<file path="src/rtl/wb_dest_pipe.sv">
// wb_dest_pipe: write-back destination pipeline with register hazard detection.
// Tracks DEPTH in-flight destination addresses from selection to write-back,
// and flags pending writes that match the decode-stage read addresses.
// Optional build macro: WB_DEST_R0_SUPPRESS_EN (address 0 never written,
// counted or flagged as a hazard).
module wb_dest_pipe #(
   parameter int ADDR_W = 4,
   parameter int NSRC   = 4,
   parameter int DEPTH  = 3
) (
   input  logic                     clk,
   input  logic                     rst_f,
   input  logic [NSRC*ADDR_W-1:0]   src_addr,
   input  logic [2:0]               sel,
   input  logic                     wr_en_in,
   input  logic                     stall,
   input  logic                     flush,
   input  logic [ADDR_W-1:0]        rd_addr_a,
   input  logic [ADDR_W-1:0]        rd_addr_b,
   output logic [ADDR_W-1:0]        dest_out,
   output logic                     wr_en_out,
   output logic                     hazard_a,
   output logic                     hazard_b,
   output logic [3:0]               pend_cnt
);

   logic [ADDR_W-1:0] addr [DEPTH];
   logic [DEPTH-1:0]  v;
   logic [ADDR_W-1:0] sel_addr;
   logic              sel_ok;
   logic              new_v;

   // Pick the candidate address; out-of-range selects yield address 0.
   always_comb begin
      sel_addr = '0;
      for (int i = 0; i < NSRC; i++) begin
         if (32'(sel) == i) sel_addr = src_addr[i*ADDR_W +: ADDR_W];
      end
   end

   // Stage-0 valid: writing instruction with a legal source.
   always_comb begin
      sel_ok = (32'(sel) < NSRC);
`ifdef WB_DEST_R0_SUPPRESS_EN
      new_v  = wr_en_in & sel_ok & (sel_addr != '0);
`else
      new_v  = wr_en_in & sel_ok;
`endif
   end

   // Pipeline shift on unstalled edges; flush clears all but the committing stage.
   always_ff @(posedge clk or negedge rst_f) begin
      if (!rst_f) begin
         for (int k = 0; k < DEPTH; k++) addr[k] <= '0;
         v <= '0;
      end else begin
         if (!stall) begin
            addr[0] <= sel_ok ? sel_addr : '0;
            v[0]    <= new_v;
            for (int k = 1; k < DEPTH; k++) begin
               addr[k] <= addr[k-1];
               v[k]    <= v[k-1];
            end
         end
         if (flush) begin
            for (int k = 0; k < DEPTH-1; k++) v[k] <= 1'b0;
         end
      end
   end

   // Final-stage outputs; a stalled entry only strobes once stall drops.
   always_comb begin
      dest_out  = addr[DEPTH-1];
      wr_en_out = v[DEPTH-1] & ~stall;
   end

   // Hazard match against every valid stage, plus valid-stage population count.
   always_comb begin
      hazard_a = 1'b0;
      hazard_b = 1'b0;
      pend_cnt = '0;
      for (int k = 0; k < DEPTH; k++) begin
         if (v[k] && (addr[k] == rd_addr_a)) hazard_a = 1'b1;
         if (v[k] && (addr[k] == rd_addr_b)) hazard_b = 1'b1;
         pend_cnt = pend_cnt + 4'(v[k]);
      end
`ifdef WB_DEST_R0_SUPPRESS_EN
      if (rd_addr_a == '0) hazard_a = 1'b0;
      if (rd_addr_b == '0) hazard_b = 1'b0;
`endif
   end

endmodule

</file>
<file path="config.mk">
export PLATFORM = sky130hd
export DESIGN_NAME = wb_dest_pipe
export DESIGN_NICKNAME = d
export VERILOG_FILES = /design/src/rtl/wb_dest_pipe.sv
export SDC_FILE = /design/constraint.sdc
export NUM_CORES = 1
export LEC_CHECK = 0
export CELL_PAD_IN_SITES_DETAIL_PLACEMENT = 1
export CELL_PAD_IN_SITES_GLOBAL_PLACEMENT = 1
export CORE_ASPECT_RATIO = 0.6
export CORE_UTILIZATION = 31
export CTS_CLUSTER_SIZE = 10
export DETAILED_ROUTE_END_ITERATION = 8
export PLACE_DENSITY = 0.9
export SLEW_MARGIN = 0
export SYNTH_ARGS = -nofsm -noshare
export SYNTH_HDL_FRONTEND = slang
export SYNTH_SLANG_ARGS = --single-unit
</file>
<file path="constraint.sdc">
create_clock -name clk -period 1.4 [get_ports clk]
set_clock_uncertainty 0.2 [all_clocks]
set_input_delay 0.14 -clock clk [delete_from_list [all_inputs] [get_ports clk]]
set_output_delay 0.14 -clock clk [all_outputs]
set_load 0.01 [all_outputs]
</file>
Yosys cells after proc, flatten, opt, wreduce, memory -nomap -nowiden. Index checks and enable logic that the tools add are counted.

Register bits after elaboration: 15. Input port bits: 32.

$add $sub $neg: 2. $lt $le $gt $ge: 1. Equality and inequality tests: 10. Multiplexer cells: 13. Bitwise operators: 3. Reduce and logical (&&, ||, !) cells: 7.

Operators with widths (count): equality test 4 bit (6); two-way mux 4 bit (5); equality test 3 x 2 -> 1 bit (second input constant) (2); logical AND 1 bit (6); two-way mux 1 bit (6); two-way mux 2 bit (2); adder 2 x 1 -> 3 bit (1); equality test 3 x 1 -> 1 bit (second input constant) (1); logical NOT 3 bit (1); less-than comparator 3 bit (second input constant) (1); adder 1 x 1 -> 2 bit (1); AND 1 bit (2); != test 2 x 1 -> 1 bit (second input constant) (1); inverter 1 bit (1).

Logic depth before layout (Yosys ltp).
Depth in word-level cells: 6. Gate-level depth with buffers: 4. Mapped depth without buffers: 4.

Worst setup path before layout. No wires, ideal clock.

Path kind: reg2out. Start: register v[0]. End: output port pend_cnt[0]. Data arrival time: 0.994 ns. Data required time: 1.060 ns. Slack: 0.066 ns. Stages on the path, launching flop included: 2. Cells stage by stage: dfrtp_1 fa_1.

Longest elaborated chain between the ends: 2.

Ends and longest elaborated chain: start: declaration (RTL line 28) `logic [DEPTH-1:0] v;`; start signal: assignment (RTL line 59) `v[0] <= new_v;`; start signal: indexed assignment (RTL line 62) `v[k] <= v[k-1];`; adder 1 x 1 -> 2 bit (RTL line 85) `pend_cnt = pend_cnt + 4'(v[k]);`; adder 2 x 1 -> 3 bit (RTL line 85); end: declaration (RTL line 24) `output logic [3:0] pend_cnt`.

No other way between the ends.

Worst setup path after layout.
Start: register addr[4] (netlist bit). End: output port hazard_b.

Longest elaborated chain between the ends: 4.

Ends and longest elaborated chain: start: declaration (RTL line 27) `logic [ADDR_W-1:0] addr [DEPTH];`; start signal: indexed assignment (RTL line 61) `addr[k] <= addr[k-1];`; equality test 4 bit (RTL line 84) `if (v[k] && (addr[k] == rd_addr_b)) hazard_b = 1'b1;`; logical AND 1 bit (RTL line 84); two-way mux 1 bit (2 in a row) (RTL line 84); end: declaration (RTL line 23) `output logic hazard_b,`.

No other way between the ends.

==> impl_summary.log <==
[metrics] cell at the root of the clock tree: sky130_fd_sc_hd__clkbuf_8
[metrics] buffers plus inverters on the worst setup path: 2
[metrics] number of design rule violations left after detail routing: 0
[metrics] starting density of the core: 0.342
[metrics] arrival time of the worst setup path: ~1.5 ns
[metrics] power after layout: about 1.5 mW
[metrics] gate family responsible for the most delay along the worst path: flip-flops
[metrics] estimated wirelength of the detail-placed design: between 2000 and 3000 um
[metrics] First DRT Iteration DRCs: 17
[metrics] Tcrit/Tclk final: 1.31
[metrics] worst-path cell with the longest stage delay: sky130_fd_sc_hd__dfrtp_1
[metrics] setup_tns: -1.32 ns
[metrics] cells on worst reg2reg path: 3
[metrics] clock insertion delay at the later pin of the skew report: approximately 0.26 ns
[metrics] number of vias per cell after detailed routing: roughly 5.0
[metrics] setup repair after global routing missed its margin: true
[metrics] clock-pin slew on the worst setup and hold paths: 0.07 ns
[metrics] Yosys warning total: 0
[metrics] total detailed-routing wirelength: around 4000 um
[metrics] post-synth top area share: 0.365
[metrics] initial antenna violation count: 0
[metrics] H-Tree Level Count: 1
[metrics] final core utilization: 0.573
[metrics] number of cells in the design after placement: 192
[metrics] placed instance area: around 0.0016 sq mm
[metrics] total congestion overflow after global routing: 0
[metrics] Final WS setup: -0.432 ns
[metrics] die outline width: between 70 and 80 um
[metrics] result of the run: finished with violations
[metrics] Max Cap Violations: 0
[metrics] achievable frequency: roughly 550 MHz
[metrics] cell mode on critical path: sky130_fd_sc_hd__nand3_1
[metrics] CTS tree: yes
[metrics] number of core rows: 15
[metrics] Worst Path Max Fanout: 3
[metrics] count of unique library cells instantiated by Yosys: 23
[metrics] launching element type of the critical path: register
[metrics] final layout net count: approximately 200
[metrics] final instance count without filler cells: 205
[metrics] number of instances in the synthesized netlist: 100
[metrics] aggregate global-route resource usage: 0.242
[metrics] final cell area excluding filler cells: 0.00172 sq mm
[metrics] largest buffer count on any clock path: 2
[metrics] final count of hold timing violations: 0
[metrics] clock buffer count from CTS: 3
[metrics] number of primary I/O pins: between 40 and 50
[metrics] Antenna Nets Post-Route: 0
[metrics] number of port buffers: 40
[metrics] static leakage: 0.802 nW
[metrics] cell breakdown of the critical path: buf_6 > xor2_1 > nor3_2 > nand3_1 > nand3_1 > buf_2
[metrics] kind of critical path: register to primary output
[metrics] largest vdd supply drop: 0.378 mV
[metrics] number of synthesized register bits: 15
[metrics] Levels on crit path: 6
[metrics] average instance area after synthesis: 10.3 sq um
[metrics] Ant. Diodes: 0
[metrics] power density of the placed cells: slightly below 900 mW/mm^2
[metrics] violated checks: setup timing
[metrics] placer congestion estimate: between 0.8 and 0.9
[metrics] number of global-route vias before repair: roughly 1100
[metrics] fraction of the yosys area taken by sequential cells: 0.365
[metrics] first-pass GRT wire length: about 6100 um
[metrics] average detailed-routed wire length per instance: 19.7 um
[metrics] class of the worst hold path: input port to asynchronous set/reset pin
[metrics] Placeable Area: roughly 0.0030 sq mm
[metrics] overall die area: 0.00356 sq mm
[metrics] leading area contributor after synthesis: sky130_fd_sc_hd__dfrtp_1
[metrics] clock period minus worst slack: around 1.8 ns
[metrics] total clock sinks: 15
[metrics] fin. max-slew vios: 0
[metrics] maximum number of pins on one net before global-route repair: 16
[metrics] critical path endpoint category: primary output
[metrics] Multi-input gate area: between 600 and 700 sq um
[metrics] Reg area: 377 sq um
[metrics] layout cells sized above 1: 0.344
[metrics] die boundary height: ~47 um
[metrics] count of filler cells inserted in the layout: ~330
[metrics] Detailed Routing Iterations Pass 1: 4
[metrics] total via count in the routed design: 1018
[metrics] required time of the worst setup path: around 1.1 ns
[metrics] post-synthesis instance area: 0.00103 sq mm
[metrics] minimum setup slack after placement: -0.744 ns
[metrics] final setup violating endpoints: 4
[metrics] top cells by area, synth: sky130_fd_sc_hd__dfrtp_1 (37%), sky130_fd_sc_hd__xor2_1 (15%), sky130_fd_sc_hd__mux2_2 (9.9%)
[metrics] worst hold slack: between 0.01 and 0.015 ns
[metrics] layout-stage area growth over the synthesis result: 67.5%
[metrics] Largest stage delay, worst path: between 0.4 and 0.5 ns
## flip-flops by register name (all words and copies together) (netlist names)
signal	count
v	3
dest_out	4
addr	8
## metal layers
layer  up-vias  global-route usage  share of wire
li1        467                   -              -
met1       499               0.266           0.41
met2        40               0.459           0.51
met3        12              0.0693          0.055
met4         0               0.104          0.029
met5         -                   0              0
## power by group
part           total (mW)  leakage, nW  internal [mW]  switching [mW]
Sequential          0.546        0.194          0.484          0.0616
Clock               0.390       0.0217          0.201           0.190
Combinational       0.575        0.586          0.331           0.244
## cell usage after synthesis
cell type and count:
sky130_fd_sc_hd__a21oi_1 1, sky130_fd_sc_hd__buf_2 1, sky130_fd_sc_hd__buf_4 6, sky130_fd_sc_hd__clkbuf_1 1, sky130_fd_sc_hd__conb_1 1, sky130_fd_sc_hd__dfrtp_1 15
sky130_fd_sc_hd__fa_1 1, sky130_fd_sc_hd__mux2_1 4, sky130_fd_sc_hd__mux2_2 9, sky130_fd_sc_hd__mux2i_1 1, sky130_fd_sc_hd__nand2_1 4, sky130_fd_sc_hd__nand2b_1 1
sky130_fd_sc_hd__nand3_1 8, sky130_fd_sc_hd__nand3b_1 1, sky130_fd_sc_hd__nor2_1 6, sky130_fd_sc_hd__nor2b_1 1, sky130_fd_sc_hd__nor3_1 6, sky130_fd_sc_hd__nor3b_1 1
sky130_fd_sc_hd__o22ai_1 4, sky130_fd_sc_hd__o41ai_1 3, sky130_fd_sc_hd__o41ai_2 1, sky130_fd_sc_hd__xnor2_1 6, sky130_fd_sc_hd__xor2_1 18
## timing repair
item                                   in CTS  in global routing
gates resized for setup                    42                 12
pin swaps                                  10                  5
buffers inserted                            9                  3
endpoints found under the hold margin       0                  0
setup endpoints to repair                  13                 18
hold buffers                                0                  0
## path summary, 6_finish.rpt
check,endpoint,startpoint,slack [ns]
setup reg to reg,addr[4],addr[8],0.13
min in group clk,addr[8],sel[0],0.16
hold / removal,dest_out[0],rst_f,0.01
setup / recovery,hazard_b,addr[4],-0.43
max in group asynchronous,addr[10],rst_f,0.78
hold reg to reg,dest_out[0],dest_out[0],0.45
## cells by family (layout without fill, tap and decap cells)
group                    count (synthesis)  count (layout)  share of synthesized area
adder cells (fa/ha/maj)                  1               1                     0.0195
buffers and inverters                    8              70                     0.0524
XOR/XNOR                                24              24                      0.205
AND/OR/NAND/NOR                         28              28                      0.132
other                                    1               2                    0.00365
multiplexers                            14              14                      0.152
flip-flops                              15              15                      0.365
AO/OA/AOI/OAI                            9               9                     0.0706
## final cells by class
class                   instances  share of cell area
flip-flops and latches         15               0.219
well taps                      42              0.0305
clock buffers                   3              0.0240
repair buffers                 66               0.351
multi-input cells              78               0.372
clock inverters                 1             0.00436
## cell usage in the layout (no fill, tap or decap), types with 4 or more instances in the layout
cell,Yosys,routed
sky130_fd_sc_hd__xnor2_1,6,6
sky130_fd_sc_hd__clkdlybuf4s50_1,0,28
sky130_fd_sc_hd__buf_4,6,21
sky130_fd_sc_hd__o22ai_1,4,4
sky130_fd_sc_hd__xor2_1,18,18
sky130_fd_sc_hd__nor2_1,6,6
sky130_fd_sc_hd__nand2_1,4,4
sky130_fd_sc_hd__nand3_1,8,8
sky130_fd_sc_hd__mux2_1,4,4
sky130_fd_sc_hd__mux2_2,9,9
sky130_fd_sc_hd__dfrtp_1,15,14
sky130_fd_sc_hd__buf_2,1,4
sky130_fd_sc_hd__buf_6,0,9
(Power assumes the default switching activity.)
